### config.mk
export PLATFORM = sky130hd
export DESIGN_NAME = bin_gray
export DESIGN_NICKNAME = d
export VERILOG_FILES = /design/src/rtl/bin_gray.sv
export SDC_FILE = /design/constraint.sdc
export NUM_CORES = 1
export LEC_CHECK = 0
export CAP_MARGIN = 0
export CORE_AREA = 2 2 39 41
export CTS_CLUSTER_SIZE = 30
export DETAILED_ROUTE_END_ITERATION = 7
export DIE_AREA = 0 0 41 43
export PLACE_DENSITY_LB_ADDON = 0.1
export SETUP_SLACK_MARGIN = 0.5
export SYNTH_ARGS = -nofsm -noshare
export SYNTH_HDL_FRONTEND = slang
export SYNTH_SLANG_ARGS = --single-unit
### constraint.sdc
create_clock -name clk -period 1.7 [get_ports clk]
set_clock_uncertainty 0.2 [all_clocks]
set_input_delay 0.17 -clock clk [delete_from_list [all_inputs] [get_ports clk]]
set_output_delay 0.17 -clock clk [all_outputs]
set_load 0.01 [all_outputs]
### src/rtl/bin_gray.sv
// bin_gray: registered, width-parameterised binary <-> Gray code converter.
//
// Converts one code word per clock. dir selects the direction for each
// sample independently: dir=0 turns a binary word into Gray, dir=1 turns a
// Gray word back into binary. The result appears on gry one cycle after the
// sample, and out_valid is high for that one cycle. Both outputs come
// straight from flops.
//
// Handshake: a sample is taken on every rising clk edge where in_valid=1.
// There is no ready/backpressure. out_valid is high for exactly one cycle
// per accepted sample, and the consumer must take every such pulse. While
// in_valid=0, gry holds its last value and out_valid drops on the next edge.
//
// Optional feature (macro BIN_GRAY_STEP_CHK_EN): adds the output step_err.
// The block remembers the last Gray word produced with dir=0. step_err is
// raised with a new dir=0 result when that result differs from the
// remembered word in more than one bit. dir=1 results never flag and never
// update the remembered word. The first dir=0 result after reset never
// flags.
//
// Ports:
//   clk       in   rising-edge clock
//   rst_n     in   asynchronous active-low reset
//   in_valid  in   sample bn/dir on this edge
//   dir       in   0 = binary-to-Gray, 1 = Gray-to-binary
//   bn        in   [WIDTH-1:0] input code word
//   out_valid out  gry holds a new result this cycle
//   gry       out  [WIDTH-1:0] converted code word
//   step_err  out  (BIN_GRAY_STEP_CHK_EN only) Gray step larger than one bit
module bin_gray #(
  parameter int WIDTH = 4
) (
  input  logic             clk,
  input  logic             rst_n,
  input  logic             in_valid,
  input  logic             dir,
  input  logic [WIDTH-1:0] bn,
  output logic             out_valid,
  output logic [WIDTH-1:0] gry
`ifdef BIN_GRAY_STEP_CHK_EN
  ,
  output logic             step_err
`endif
);

  logic [WIDTH-1:0] b2g;
  logic [WIDTH-1:0] g2b;
  logic [WIDTH-1:0] conv;

  // Binary to Gray: each bit is the XOR of itself and its upper neighbour.
  assign b2g = bn ^ (bn >> 1);

  // Gray to binary: bit i is the XOR of all Gray bits from the MSB down to i.
  // Each bit is written as its own reduction, so there is no chained feedback
  // through the g2b vector.
  for (genvar i = 0; i < WIDTH; i++) begin : g_g2b
    assign g2b[i] = ^bn[WIDTH-1:i];
  end

  assign conv = dir ? g2b : b2g;

  always_ff @(posedge clk or negedge rst_n) begin
    if (!rst_n) begin
      gry       <= '0;
      out_valid <= 1'b0;
    end else begin
      out_valid <= in_valid;
      if (in_valid) begin
        gry <= conv;
      end
    end
  end

`ifdef BIN_GRAY_STEP_CHK_EN
  logic [WIDTH-1:0] hist_q;
  logic             hist_vld_q;
  logic [WIDTH-1:0] diff;
  logic             multi_bit;

  assign diff = b2g ^ hist_q;
  // More than one bit set: clearing the lowest set bit still leaves a bit.
  assign multi_bit = (diff & (diff - {{(WIDTH-1){1'b0}}, 1'b1})) != '0;

  always_ff @(posedge clk or negedge rst_n) begin
    if (!rst_n) begin
      hist_q     <= '0;
      hist_vld_q <= 1'b0;
      step_err   <= 1'b0;
    end else begin
      // step_err lives only in the cycle of the result it describes.
      step_err <= 1'b0;
      if (in_valid && !dir) begin
        step_err   <= hist_vld_q && multi_bit;
        hist_q     <= b2g;
        hist_vld_q <= 1'b1;
      end
    end
  end
`endif

endmodule

# Word level (Yosys, flattened, before mapping)
# Cells that the tools add are included.
# op_classes
n_mux,1
bitwise_logic,1
n_reduce_logical,3
# op_table
op,n
$mux 4,1
$reduce_xor 4->1,1
$xor 4x3->4,1
$reduce_xor 3->1,1
$reduce_xor 2->1,1
# totals
reg_bits,5
out_inout_bits,5
elab_cells,7

# Logic depth before layout (Yosys ltp)
# depth
depth_word,2
mapped_depth,3

# Worst setup path after synthesis
# OpenSTA, ideal clock, no wires.
# synth_path
kind,input to register
startpoint,input port bn[1]
endpoint,register gry[0]
setup_ps,104
t_arrival_ps,703
required_ps,1396
path_slack_ps,693
cell_stages,3
cell_sequence,xor2_1 -> or2_0 -> o311ai_1
# synth_via
elab_chain_cells,2
# synth_rtl
item,line_no,rtl
from (decl),37,"input logic [WIDTH-1:0] bn,"
$reduce_xor 4->1 / $xor 4x3->4 (equally long branches),"57, 51",
$mux 4 *,60,assign conv = dir ? g2b : b2g;
to (signal assigned),69,gry <= conv;
to (decl),39,output logic [WIDTH-1:0] gry
# Every way passes the cells marked *; elsewhere a longest branch is shown, timed or not.
# A chain may end at the register's enable or synchronous reset.

==> summary.md <==
| Metric | Value |
|---|---|
| Post-route ant nets | `0` |
| Largest area contributor in the netlist | `dfrtp_1` |
| Vias | `roughly 200` |
| Tot GR Track Use | `0.08359` |
| Critical Path RT | `1.91 ns` |
| Vias in the first global route | `189` |
| PD cells | `between 900 and 1000 nW/µm²` |
| Top layer in use | `met3` |
| Pin count of the biggest net entering global routing | `6` |
| Met1 Wirelength | `about 240 µm` |
| Synthesized area per cell | `approximately 11 µm²` |
| Critical path's slowest cell | `clkdlybuf4s50_1` |
| Inserted Diodes | `0` |
| Nets | `47` |
| Routed wl met2 | `between 200 and 250 µm` |
| Final worst-path cycle share | `0.6629` |
| R2R setup slack | `0.76 ns` |
| Crit Path Class | `input port to asynchronous set/reset pin` |
| Clock latency on the worst-skew pair | `0.24 ns` |
| Layout area overhead | `67.76%` |
| Post-synthesis cell type count | `11` |
| Post-Syn Instances | `20` |
| CTS tree | `yes` |
| Root buffer cell | `clkbuf_4` |
| Initial antenna violation count | `0` |
| DR iter-0 viols | `1` |
| Starting density of the core | `0.1655` |
| Worst-Margin Slew | `around 0.27 ns` |
| Reg2Reg Launch Point | `gry[1]$_DFFE_PN0P_` |
| Reg2Reg Depth | `1` |
| CP arrival | `approximately 1.3 ns` |
| Critical Path Start | `rst_n` |
| CTS Buf Count | `3` |
| Flops & latches, synth | `5` |
| Hold crit path type | `input port to flop` |
| FP Rows | `14` |
| Fin util | `0.2776` |
| Worst-path clk slew | `0.05 ns` |
| Total negative setup slack | `0 ns` |
| Worst setup SP type | `input port` |
| DIE WIDTH | `~41 µm` |
| CP max stage delay | `between 0.6 and 0.7 ns` |
| Longest Clk Path Bufs | `2` |
| Slew HR | `0.8170` |
| Fillers | `173` |
| DRT Pass-1 Iters | `2` |
| Clock sink count | `5` |
| Layout cell share with drive strength beyond 1 | `0.2895` |
| Top cell type's share of synthesized area | `0.5464` |
| CP Buf/Inv Count | `2` |
| Synth warn | `0` |
| Number of I/O pins | `13` |
| Tmin final | `1.127 ns` |
| Core Region | `approximately 1400 µm²` |
| Reg area | `around 130 µm²` |
| Routed wl met3 | `51 µm` |
| DRC | `0` |
| Global route overflow | `0` |
| Unrepaired setup endpoints after global routing | `false` |
| Die H | `between 40 and 50 µm` |
| Full die area | `~1800 µm²` |
| Max VDD drop | `around 0.28 mV` |
| CP cell instances | `dlygate4sd3_1 -> clkdlybuf4s50_1` |
| Placed cells | `49` |
| Vias per cell | `roughly 3.8` |
| Top cells by area, synth | `dfrtp_1 (55%), mux2_2 (9.8%), xnor2_1 (7.7%)` |
| Net Count, Synth | `28` |
| Max_cap viols | `0` |
| Commonest cells after routing, fill and taps aside | `dfrtp_1 (5), dlygate4sd2_1 (5), clkbuf_4 (3), buf_2 (3)` |
| Post-CTS setup buffers | `0` |
| RR Endpoint | `gry[1]$_DFFE_PN0P_` |
| Fin cells | `54` |
| Multi-input logic area | `between 90 and 100 µm²` |
| I/O Buffers | `12` |
| First-pass GRT wire length | `around 860 µm` |
| Leakage power | `about 0.00019 µW` |
| Final setup fails | `0` |
| Final hold vios | `0` |
| Largest delay contributor family on the critical path | `buffers and inverters` |
| Mapped Area | `~230 µm²` |
| Critical path depth in cells | `2` |
| Status | `finished clean` |
| Worst Setup End Kind | `asynchronous set/reset pin` |
| Last element of the critical path | `gry[3]$_DFFE_PN0P_` |
| Crit Path Max Fanout | `5` |
| # H-tree levels | `1` |
| FMAX | `between 800 and 900 MHz` |
| Per-cell routed wire length | `between 9 and 10 µm` |
| Post-synthesis sequential area ratio | `0.5464` |
| Final Max Slew Viols | `0` |
| Final wirelength | `536 µm` |
| Routability cong. | `0.6053` |
## sequential cells by signal, indices dropped and copies added (netlist names)
name / flops
gry: 4
out_valid: 1
## cells in the mapped netlist
| cell | instances |
|---|---|
| o211ai_1 | 1 |
| o311ai_1 | 1 |
| xnor2_1 | 2 |
| nand2_1 | 2 |
| dfrtp_1 | 5 |
| xor2_1 | 2 |
| mux2_2 | 2 |
| nor2_1 | 1 |
| inv_1 | 2 |
| or2_0 | 1 |
| a21oi_1 | 1 |
## timing repair
action / CTS / global route
hold endpoints to repair: 5 / 0
hold buffers: 1 / 0
pin swaps: 3 / 1
endpoints found under the setup margin: 7 / 4
gates resized for setup: 21 / 3
## cell families after synthesis
family                 synth area share
buffers and inverters           0.03280
flip-flops                       0.5464
AO/OA/AOI/OAI                   0.09289
AND/OR/NAND/NOR                 0.07652
XOR/XNOR                         0.1530
multiplexers                    0.09835
## through the flow
stage	area (µm²)	setup slack [ns]	hold slack (ns)	power (µW)
2_1_floorplan	229.0	0.6935	-0.3256	176.6
3_3_place_gp	376.6	0.1121	0.2168	234.8
3_5_place_dp	376.6	0.1288	0.2261	235.2
4_1_cts	391.6	0.4704	0.08807	367.1
5_1_grt	384.1	0.5353	0.09093	381.8
6_report	384.1	0.5730	0.07560	353.9
## area by class of cell
type | count | share of cell area
Clock buffer | 4 | 0.06840
Timing Repair Buffer | 14 | 0.2834
Sequential cell | 5 | 0.3257
Multi-Input combinational cell | 13 | 0.2508
Inverter | 2 | 0.01954
Tap cell | 16 | 0.05212
## per-layer routing
layer	up-vias	GRT usage
met1	92	0.1006
met4	0	0.08000
li1	104	-
met5	-	0
met2	7	0.09688
met3	0	0.04712
## power by group
part | switching, µW | internal (µW) | total, µW
clock | 50.5 | 88.9 | 139
combinational | 34.6 | 39.3 | 74.0
sequential | 6.26 | 134 | 141
## how the worst min path moves through the flow
stage                   from             endpoint  cells past startpoint
detailed placement     rst_n   gry[0]$_DFFE_PN0P_                      1
floorplan              rst_n   gry[0]$_DFFE_PN0P_                      0
global placement       rst_n   gry[0]$_DFFE_PN0P_                      1
global route        in_valid  out_valid$_DFF_PN0_                      1
finish                   dir   gry[0]$_DFFE_PN0P_                      3
CTS                 in_valid  out_valid$_DFF_PN0_                      1
(Power assumes the default switching activity.)
